$ cat src/rtl/block_check_sched.sv
// -----------------------------------------------------------------------------
// block_check_sched
//
// Shares one BlockChecker (begin/end nesting checker, one ASCII char per clock,
// no enable) between two byte-stream requesters. A whole job is buffered
// first, then the checker is cleared and fed the job without gaps, followed by
// a terminating space. The checker result is sampled and reported together
// with the requester id, the received length and an overflow flag.
//
// Ports
//   clk, reset            system clock, asynchronous active-high reset
//   reqN_valid/data/last  requester N byte stream (N = 0, 1)
//   reqN_ready            requester N byte accepted this cycle
//   chk_reset, chk_in     reset and character input driven into the checker
//   chk_result            checker verdict
//   busy                  a job is in progress
//   done                  one-cycle completion pulse
//   done_id/result/len/ovf  report of the last completed job (held)
// -----------------------------------------------------------------------------
module block_check_sched #(
  parameter int DEPTH      = 64,  // job buffer size in bytes, power of 2, >= 2
  parameter int RESULT_LAT = 1    // checker result latency in cycles, >= 1
) (
  input  logic        clk,
  input  logic        reset,
  input  logic        req0_valid,
  input  logic [7:0]  req0_data,
  input  logic        req0_last,
  output logic        req0_ready,
  input  logic        req1_valid,
  input  logic [7:0]  req1_data,
  input  logic        req1_last,
  output logic        req1_ready,
  output logic        chk_reset,
  output logic [7:0]  chk_in,
  input  logic        chk_result,
  output logic        busy,
  output logic        done,
  output logic        done_id,
  output logic        done_result,
  output logic [15:0] done_len,
  output logic        done_ovf
);

  localparam int AW = $clog2(DEPTH);
  localparam int WW = (RESULT_LAT > 1) ? $clog2(RESULT_LAT) : 1;
  localparam logic [WW-1:0] WAIT_LAST = WW'(RESULT_LAT - 1);

  typedef enum logic [2:0] {
    S_IDLE, S_LOAD, S_CLEAR, S_REPLAY, S_FLUSH, S_WAIT, S_REPORT
  } state_t;

  state_t        state, state_nxt;
  logic          grant;      // requester owning the current job
  logic          rr_last;    // requester served by the previous job
  logic [AW:0]   wr_ptr;     // one extra bit so "buffer full" is representable
  logic [AW-1:0] rd_ptr;
  logic [15:0]   len;
  logic          ovf;
  logic [WW-1:0] wait_cnt;
  logic [7:0]    mem [DEPTH];

  logic          any_valid;
  logic          grant_nxt;
  logic          sel_valid;
  logic          sel_last;
  logic [7:0]    sel_data;
  logic          beat;
  logic          buf_full;
  logic [AW:0]   last_idx;
  logic          replay_end;

  assign any_valid = req0_valid | req1_valid;
  // With both requesting, the one not served last time wins.
  assign grant_nxt = (req0_valid & req1_valid) ? ~rr_last : req1_valid;

  assign sel_valid = grant ? req1_valid : req0_valid;
  assign sel_last  = grant ? req1_last  : req0_last;
  assign sel_data  = grant ? req1_data  : req0_data;
  assign beat      = (state == S_LOAD) & sel_valid;

  // wr_ptr stops exactly at DEPTH, so its top bit alone flags a full buffer.
  assign buf_full   = wr_ptr[AW];
  // wr_ptr equals the stored byte count, min(len, DEPTH), which is >= 1.
  assign last_idx   = wr_ptr - (AW + 1)'(1);
  assign replay_end = ({1'b0, rd_ptr} == last_idx);

  // ---------------------------------------------------------------------------
  // FSM: state register
  // ---------------------------------------------------------------------------
  // NOTE: state-holding processes use non-blocking assignments so every
  // register samples the pre-edge values of the others.
  always_ff @(posedge clk or posedge reset) begin
    if (reset) state <= S_IDLE;
    else       state <= state_nxt;
  end

  // ---------------------------------------------------------------------------
  // FSM: next-state logic
  // ---------------------------------------------------------------------------
  // NOTE: default assignment first so no path through the case infers a latch.
  always_comb begin
    state_nxt = state;
    case (state)
      S_IDLE:   if (any_valid)           state_nxt = S_LOAD;
      S_LOAD:   if (beat && sel_last)    state_nxt = S_CLEAR;
      S_CLEAR:                           state_nxt = S_REPLAY;
      S_REPLAY: if (replay_end)          state_nxt = S_FLUSH;
      S_FLUSH:                           state_nxt = S_WAIT;
      S_WAIT:   if (wait_cnt == WAIT_LAST) state_nxt = S_REPORT;
      S_REPORT:                          state_nxt = S_IDLE;
      default:                           state_nxt = S_IDLE;
    endcase
  end

  // ---------------------------------------------------------------------------
  // FSM: outputs
  // ---------------------------------------------------------------------------
  always_comb begin
    // The checker stays cleared while idle so stray input never accumulates.
    chk_reset  = reset | (state == S_IDLE) | (state == S_CLEAR);
    chk_in     = (state == S_REPLAY) ? mem[rd_ptr] : 8'h20;
    req0_ready = (state == S_LOAD) & ~grant;
    req1_ready = (state == S_LOAD) &  grant;
    busy       = (state != S_IDLE);
  end

  // ---------------------------------------------------------------------------
  // Datapath registers
  // ---------------------------------------------------------------------------
  always_ff @(posedge clk or posedge reset) begin
    if (reset) begin
      grant       <= 1'b0;
      rr_last     <= 1'b1;
      wr_ptr      <= '0;
      rd_ptr      <= '0;
      len         <= '0;
      ovf         <= 1'b0;
      wait_cnt    <= '0;
      done        <= 1'b0;
      done_id     <= 1'b0;
      done_result <= 1'b0;
      done_len    <= '0;
      done_ovf    <= 1'b0;
    end else begin
      done <= 1'b0;
      case (state)
        S_IDLE: begin
          if (any_valid) grant <= grant_nxt;
        end
        S_LOAD: begin
          if (beat) begin
            if (!buf_full) wr_ptr <= wr_ptr + (AW + 1)'(1);
            else           ovf    <= 1'b1;
            if (len != 16'hFFFF) len <= len + 16'd1;
          end
        end
        S_CLEAR:  rd_ptr   <= '0;
        S_REPLAY: rd_ptr   <= rd_ptr + AW'(1);
        S_FLUSH:  wait_cnt <= '0;
        S_WAIT:   wait_cnt <= wait_cnt + WW'(1);
        S_REPORT: begin
          done        <= 1'b1;
          done_result <= chk_result;
          done_id     <= grant;
          done_len    <= len;
          done_ovf    <= ovf;
          rr_last     <= grant;
          len         <= '0;
          ovf         <= 1'b0;
          wr_ptr      <= '0;
        end
        default: ;
      endcase
    end
  end

  // NOTE: the job buffer has no reset; every byte read during replay was
  // written earlier in the same job, so stale contents are never observed.
  always_ff @(posedge clk) begin
    if (beat && !buf_full) mem[wr_ptr[AW-1:0]] <= sel_data;
  end

endmodule

$ cat config.mk
export PLATFORM = sky130hd
export DESIGN_NAME = block_check_sched
export DESIGN_NICKNAME = d
export VERILOG_FILES = /design/src/rtl/block_check_sched.sv
export SDC_FILE = /design/constraint.sdc
export NUM_CORES = 1
export LEC_CHECK = 0
export CAP_MARGIN = 20
export CORE_ASPECT_RATIO = 0.75
export CORE_MARGIN = 10
export CORE_UTILIZATION = 58
export CTS_BUF_LIST = sky130_fd_sc_hd__clkbuf_8
export DETAILED_ROUTE_END_ITERATION = 8
export GPL_ROUTABILITY_DRIVEN = 0
export PLACE_DENSITY = 0.77
export SLEW_MARGIN = 30
export SYNTH_ARGS = -nofsm -noshare
export SYNTH_HDL_FRONTEND = slang
export SYNTH_SLANG_ARGS = --single-unit
$ cat constraint.sdc
create_clock -name clk -period 2.5 [get_ports clk]
set_input_delay 0.5 -clock clk [delete_from_list [all_inputs] [get_ports clk]]
set_output_delay 0.5 -clock clk [all_outputs]
set_load 0.02 [all_outputs]
* Yosys cells after proc, flatten, opt, wreduce, memory -nomap -nowiden
Memory sizes are Yosys's and may differ from the RTL's. Cells that the tools add are included.
Cells by class: $add $sub $neg 5, $mul 0, divide/modulo/power cells 0, $lt $le $gt $ge 0, equality and inequality tests 16, shift-type cells 0, multiplexer cells 24, bitwise operators 9, reduce and logical (&&, ||, !) cells 14
Operators by type and width (number):
- $mux 16 | 2
- $pmux 16 s2 | 1
- $pmux 3 s6 | 1
- $add 16x1->16 const B | 1
- $mux 8 | 2
- $ne 16x16->1 const B | 1
- $mux 7 | 2
- $ne 2x2->1 const B | 7
- $pmux 7 s2 | 1
- $mux 3 | 4
- $pmux 6 s2 | 1
- $eq 3x3->1 const B | 3
- $reduce_and 3->1 | 3
- $mux 1 | 8
- $add 7x1->7 const B | 1
- $eq 6x7->1 | 1
- $sub 7x1->7 const B | 1
- $add 6x1->6 const B | 1
- $eq 3x2->1 const B | 2
- $reduce_bool 2->1 | 3
- $and 1x1->1 | 4
- $pmux 1 s2 | 2
- $reduce_and 2->1 | 2
- $reduce_and 4->1 | 1
- other kinds (9) | 13
Word-level totals: register bits after elaboration 56, bits in latches 0, RAM bits 512, bits in read-only memories 0, bits of input ports 23, word-level logic and storage cells 83, memories 1
Memory list:
- mem | depth 64, width 8, rd ports 1, clocked after memory_dff 0, wr ports 1, line 61 | logic [7:0] mem [DEPTH];

* Logic depth before layout (Yosys ltp)
Gate-level depths: netlist (run 1).
depth in word-level cells 5, mapped depth 9, depth with buffers taken out 7

* Least setup slack after synthesis (run 1)
OpenSTA, ideal clock, no wires.
path kind register to output, from register rd_ptr[0], to output port chk_in[4], data arrival time 2.326 ns, required time 2.000 ns, setup slack -0.326 ns, cell stages (with the launch flop) 10, path buffers 4, path through dfrtp_1 > buf_2 > buf_2 > buf_2 > buf_2 > mux2i_1 > a22oi_1 > nand3_1 > o211ai_1 > a2bb2oi_1
Between the ends: cells in the longest elaborated chain, start to end 2
Ends and longest elaborated chain:
- start: declaration | line 57 | logic [AW-1:0] rd_ptr;
- start signal: assignment | line 159 | S_REPLAY: rd_ptr <= rd_ptr + AW'(1);
- $mem_v2 64x8
- $mux 8 | line 122 | chk_in = (state == S_REPLAY) ? mem[rd_ptr] : 8'h20;
- end: declaration | line 35 | output logic [7:0] chk_in,
Every way passes these cells.

* Worst setup path in the final report (run 1)
from register rd_ptr[0], to output port chk_in[3]
The elaborated chain is that of the path after synthesis.

==> results of run 1 <==
## metrics by stage
stage                     utilization [%]  cell area (um2)  TNS (ns)  std cells  power, W
after floorplan                         -            22900    -22.22       1278    0.0181
after global placement               66.5            25600    -21.60       1987    0.0225
after detailed placement             66.5            25700    -46.19       1987    0.0228
after CTS                            71.5            27600     -7.26       2147    0.0301
after global routing                 73.7            28400    -15.05       2166    0.0321
final                                73.7            28400     -9.04       2166    0.0308
## cell type report
class	instances	area, um2	area share (%)
clock buffers	87	1200	4.21
clock inverters	61	268	0.942
inverters	14	56.3	0.198
multi-input cells	623	6230	21.9
flip-flops and latches	568	16800	59.1
well taps	512	641	2.25
repair buffers	301	3230	11.4
## flip-flops by register name, indices dropped and copies added (netlist names), 3 cells and up
| register | flops |
|---|---|
| done_len | 16 |
| len | 16 |
| mem | 512 |
| rd_ptr | 6 |
| state | 3 |
| wr_ptr | 7 |
## layout by cell type (no fill, tap or decap), types with 5 or more instances in the layout
cell / n
and2_1: 6
o21ai_1: 5
mux2i_2: 7
xor2_1: 6
inv_1: 47
a22o_1: 8
nor2_1: 35
a22oi_1: 9
o21ai_0: 21
nor2_2: 7
mux4_2: 113
a21oi_1: 23
clkdlybuf4s50_1: 42
mux2i_1: 55
o211ai_1: 9
buf_16: 5
a221o_1: 5
a22oi_2: 10
or3_1: 7
nor2_4: 47
nand4_1: 10
clkbuf_8: 87
nand3_1: 12
mux2_2: 7
dfrtp_1: 52
nand2_1: 119
nand2b_1: 9
clkinv_1: 19
edfxtp_1: 512
buf_12: 27
buf_4: 139
buf_6: 65
buf_8: 18
xnor2_1: 10
## metal layers
layer	global-route usage [%]	up-vias	share of wire [%]
li1	-	5703	-
met1	30.8	6895	39
met2	35.8	711	49
met3	5.08	105	9.3
met4	8.19	0	2.7
met5	0	-	0
## final timing paths
| path | start | end | slack (ns) |
|---|---|---|---|
| setup / recovery | rd_ptr[0]$_DFFE_PP0P_ | chk_in[3] | -0.96 |
| hold / removal | chk_result | done_result$_DFFE_PP0P_ | 0.40 |
| setup reg to reg | state[2]$_DFFE_PP0P_ | mem[10][3]$_DFFE_PP_ | -0.07 |
| hold reg to reg | rr_last$_DFFE_PP1P_ | rr_last$_DFFE_PP1P_ | 0.47 |
| max in group asynchronous | reset | rd_ptr[0]$_DFFE_PP0P_ | 1.48 |
| min in group asynchronous | reset | wait_cnt$_DFFE_PP0N_ | 0.47 |
## kinds of logic after synthesis
logic type	after synthesis	synth area share, %
buffers and inverters	87	1.60
xor gates and xnor gates	16	0.615
DFF	568	73.6
adders and majority gates	4	0.220
AOI/OAI and AO/OA	127	3.85
muxes	184	14.3
and+or+nand+nor	292	5.75
## worst max-delay path, delay by kind of cell, from the launching register on
family	cells	cell delay, ns
multiplexers	2	0.60
AO/OA/AOI/OAI	2	0.30
buffers and inverters	6	0.88
flip-flops	1	0.55
## synthesized netlist by cell type, drive strengths merged (4+ instances only)
library cell  number
mux4             113
a221o              5
or3                8
o211ai             9
and2               6
mux2i             62
nand4             10
inv               14
ha                 4
edfxtp           512
o21ai             26
nand3             15
nand2            120
xnor2             10
a21oi             27
a22oi             19
xor2               6
nor2b              5
nor2              89
mux2               9
dfrtp             55
clkbuf            41
a22o               8
nor3               6
buf               32
nand2b             9
nor4               4
## power groups by stage
stage	logic, W	registers, W	clock network [W]
after floorplan	0.00605	0.0120	0
final	0.0123	0.0119	0.00665
after detailed placement	0.0108	0.0120	0
after CTS	0.0115	0.0119	0.00672
after global routing	0.0129	0.0119	0.00721
after global placement	0.0105	0.0120	0
## repair_timing
action                     CTS  global route
buffers inserted            10            19
gates resized for setup    135           171
hold buffers                 0             0
gates cloned                 4             3
setup endpoints to repair  409           465
hold endpoints to repair     0             0
pin swaps                   23            42
==> reports/results.tsv, run 1 <==
metric	value	unit
Sw Pwr	0.0102	W
FMAX	0.289	GHz
Unique masters post-synth	69	
worst clock skew	0.0274	ns
root buffer cell	clkbuf_8	
ys async rst share	9.86	%
WL per Instance	26.1	um
row count	62	
Initial Util	59.1	%
clk_lat worst skew	0.64	ns
# setup viols final	72	
DRT Pass-1 Iters	5	
Max-cap violations	0	
Worst-path clk slew	0.07	ns
Register-to-Register Path Depth	10	
largest net degree at the start of global routing	65	
CP Capture Type	output port	
flops & latches, synth	568	
number of synthesized flops with an enable pin	512	
Core ar.	0.0386	mm2
syn_area_per_cell	17.8	um2
run status	finished with violations	
Yosys top cell area share	67.5	%
synthesized area	0.0228	mm2
Vias	13400	
layout cells sized above 1	35.1	%
Critical Path AT	2.96	ns
HPWL Detailed	35100	um
Worst Path Max Fanout	11	
Mapped Nets	1305	
Crit Path Category	reg2out	
antenna cells	0	
max-slew violation count	0	
crit path cell chain	buf_6 > buf_12 > buf_16 > mux4_2 > mux2i_1 > buf_4 > a21oi_1 > buf_4 > o32a_1 > buf_6	
Worst Hold Path Cells	3	
CTS tree	yes	
Leakage Power	9.85	nW
min-delay worst type	in2reg	
sequential fraction of the synthesis area	73.6	%
iteration-0 DRC count of the detailed router	1653	
failing checks	negative setup slack	
TritonCTS Sinks	568	
Flop pwr share	38.5	%
Area Growth Syn to Fin	24.7	%
cts bufs inserted	83	
H-tree levels	3	
P_int	0.0206	W
Max clock buf depth	3	
clock power share	21.6	%
slew margin rel.	44.3	%
Die W	249	um
CP required	2.00	ns
final worst path period need	3.46	ns
power per cell area	1090	mW/mm2
antenna violations before repair	0	
DRT Wirelength	56500	um
cell taking the most area after synthesis	edfxtp_1	
final setup margin	-0.964	ns
first-pass GRT wire length	81800	um
Final Hold Vio Count	0	
Final nets	1618	
die area	0.0477	mm2
vias in the first global route	13500	
drc violations	0	
Overflow after GRT	0	
main area contributors after synthesis	edfxtp_1, mux4_2, dfrtp_1	
cells after synthesis	1278	
VDD IR-drop max	0.574	mV
Startpoint Class	flop	
most common flop cell mapped by yosys	edfxtp_1	
final period utilization	139	%
unrepaired setup endpoints after global routing	yes	
Worst-Margin Slew	0.836	ns
vias per cell	6.19	
IO Pins	55	
Switching Fraction	33.1	%
All-Layer GR Usage	22.7	%
port bufs	54	
slowest cell delay on critical path	0.55	ns
Filler Cell Count	2131	
pre-CTS setup slack	-0.746	ns
worst hold slack	0.398	ns
Ys Warns	0	
Die Y	192	um
Post-DRT Antenna Nets	0	
crit path max-delay cell type	dfrtp_4	
combinational share of power	40.0	%
Power figures use the tool's default switching activity.
==> run 2, diff against run 1 <==
--- a/config.mk
+++ b/config.mk
@@ -8,8 +8,9 @@
 export CAP_MARGIN = 20
 export CORE_ASPECT_RATIO = 0.75
 export CORE_MARGIN = 10
-export CORE_UTILIZATION = 58
+export CORE_UTILIZATION = 60
 export CTS_BUF_LIST = sky130_fd_sc_hd__clkbuf_8
+export CTS_CLUSTER_SIZE = 25
 export DETAILED_ROUTE_END_ITERATION = 8
 export GPL_ROUTABILITY_DRIVEN = 0
 export PLACE_DENSITY = 0.77
==> constraint.sdc (replaced) <==
create_clock -name clk -period 4.4 [get_ports clk]
set_input_delay 0.88 -clock clk [delete_from_list [all_inputs] [get_ports clk]]
set_output_delay 0.88 -clock clk [all_outputs]
set_load 0.02 [all_outputs]
==> reports/results.tsv, run 2 (synthesized netlist as in run 1, its figures left out) <==
metric	value	unit
row count	61	
run status	complete, no violations	
DRT Wirelength	54700	um
Die Y	189	um
IO Pins	55	
DRT Pass-1 Iters	6	
max-slew violation count	0	
WL per Instance	27.1	um
sequential cell area	0.0168	mm2
source of the worst hold timing path	rr_last$_DFFE_PP1P_	
Register-to-Register Path Depth	6	
All-Layer GR Usage	23.7	%
Filler Cell Count	2370	
Startpoint Class	flop	
VDD IR-drop max	0.374	mV
final period utilization	98.6	%
worst hold slack	0.460	ns
vias per cell	6.41	
Final nets	1479	
cts bufs inserted	81	
Die W	245	um
Worst-Margin Slew	0.870	ns
Critical Path AT	3.46	ns
first-pass GRT wire length	81800	um
H-tree levels	3	
largest net degree at the start of global routing	65	
final worst path period need	4.34	ns
area occupied by multi-input gates	0.00571	mm2
final setup margin	0.0598	ns
Max clock buf depth	3	
Initial Util	61.2	%
port bufs	54	
drc violations	0	
most frequent cells in the layout	edfxtp_1, nand2_1, mux4_2, buf_4, clkbuf_8	
Reg-to-Reg Start	state[0]$_DFFE_PP0P_	
clk_lat worst skew	0.64	ns
TritonCTS Sinks	568	
CP Capture Type	output port	
CTS tree	yes	
pre-CTS setup slack	0.286	ns
Worst Hold Path Cells	2	
root buffer cell	clkbuf_8	
FF-to-FF End	mem[2][6]$_DFFE_PP_	
unrepaired setup endpoints after global routing	yes	
Worst-path clk slew	0.06	ns
CP required	3.52	ns
Area Growth Syn to Fin	15.0	%
die area	0.0463	mm2
min-delay worst type	reg2reg	
slew margin rel.	41.8	%
# setup viols final	0	
hold endpoint	rr_last$_DFFE_PP1P_	
Max-cap violations	0	
Post-CTS Hold Fix Bufs	0	
Final Hold Vio Count	0	
antenna cells	0	
HPWL Detailed	34600	um
Worst Path Max Fanout	14	
FMAX	0.230	GHz
max reg flops	512	
overall power consumption	0.0163	W
worst clock skew	0.0200	ns
Vias	12900	
Final Util	70.3	%
layout cells sized above 1	24.0	%
r2r setup slk	0.72	ns
Overflow after GRT	0	
vias in the first global route	12800	
Core ar.	0.0372	mm2
iteration-0 DRC count of the detailed router	1925	
power per cell area	624	mW/mm2
Crit Path Category	reg2out	
Post-DRT Antenna Nets	0	
commonest non-fill, non-tap cell in the layout	edfxtp_1	
Leakage Power	9.00	nW
antenna violations before repair	2	
-- run 2: cell types whose count changed in the layout (fill, tap and decap cells not counted), moves of 7 or more --
cell,delta
a22oi_1,+8
buf_6,-65
clkinv_1,-7
nor2_4,-47
inv_1,-10
buf_8,-17
clkinv_2,+10
nor2_1,+53
buf_12,-22
a22oi_2,-8
buf_4,-40
-- run 2: timing repair --
item | in CTS | in global routing
cloned | 0 | 2
setup buffers | 3 | 2
hold endpoints to repair | 0 | 0
endpoints found under the setup margin | 8 | 8
gates resized for setup | 12 | 13
-- run 2: worst max path at each step --
stage                               start                    to  slack, ns  cells after the start
global placement               req0_valid  mem[58][2]$_DFFE_PP_       0.34                      6
detailed placement             req0_valid   mem[1][3]$_DFFE_PP_       0.29                      6
global route        rd_ptr[0]$_DFFE_PP0P_             chk_in[2]      -0.02                      6
floorplan                           reset             chk_reset       0.82                      2
CTS                 rd_ptr[0]$_DFFE_PP0P_             chk_in[5]      -0.04                      7
finish              rd_ptr[0]$_DFFE_PP0P_             chk_in[6]       0.06                      8
-- run 2: critical path, cell delays in order, from the launching register on --
cell             delay (ns)
dfrtp_4                0.53
buf_12                 0.15
buf_16                 0.16
buf_4                  0.17
mux4_2                 0.55
a22oi_1                0.30
a21oi_1                0.18
a2bb2oi_2              0.20
clkdlybuf4s50_1        0.57
-- run 2: final cells by class --
type / count / area share, %
repair buffers: 164 / 5.90
clock buffers: 89 / 4.68
multi-input cells: 623 / 21.8
inverters: 14 / 0.210
clock inverters: 53 / 0.946
well taps: 504 / 2.41
flip-flops and latches: 568 / 64.1
-- run 2: metrics by stage --
stage               cell area [um2]  std cells  TNS (ns)
finish                        26200       2015         0
global route                  26200       2015   -0.0274
CTS                           26100       2011   -0.0452
detailed placement            24500       1866         0
global placement              24500       1866         0
floorplan                     22800       1278         0
-- run 2: layer usage --
layer / track usage (%) / up-vias / wire length (um)
li1: - / 5406 / -
met1: 35.0 / 6537 / 22000
met2: 33.8 / 861 / 24600
met5: 0 / - / 0
met4: 8.94 / 0 / 1760
met3: 5.88 / 117 / 6260
-- run 2: power breakdown --
part           switching (W)  internal (W)
clock                0.00192       0.00192
sequential          0.000312       0.00654
combinational        0.00328       0.00238
total                0.00551        0.0108
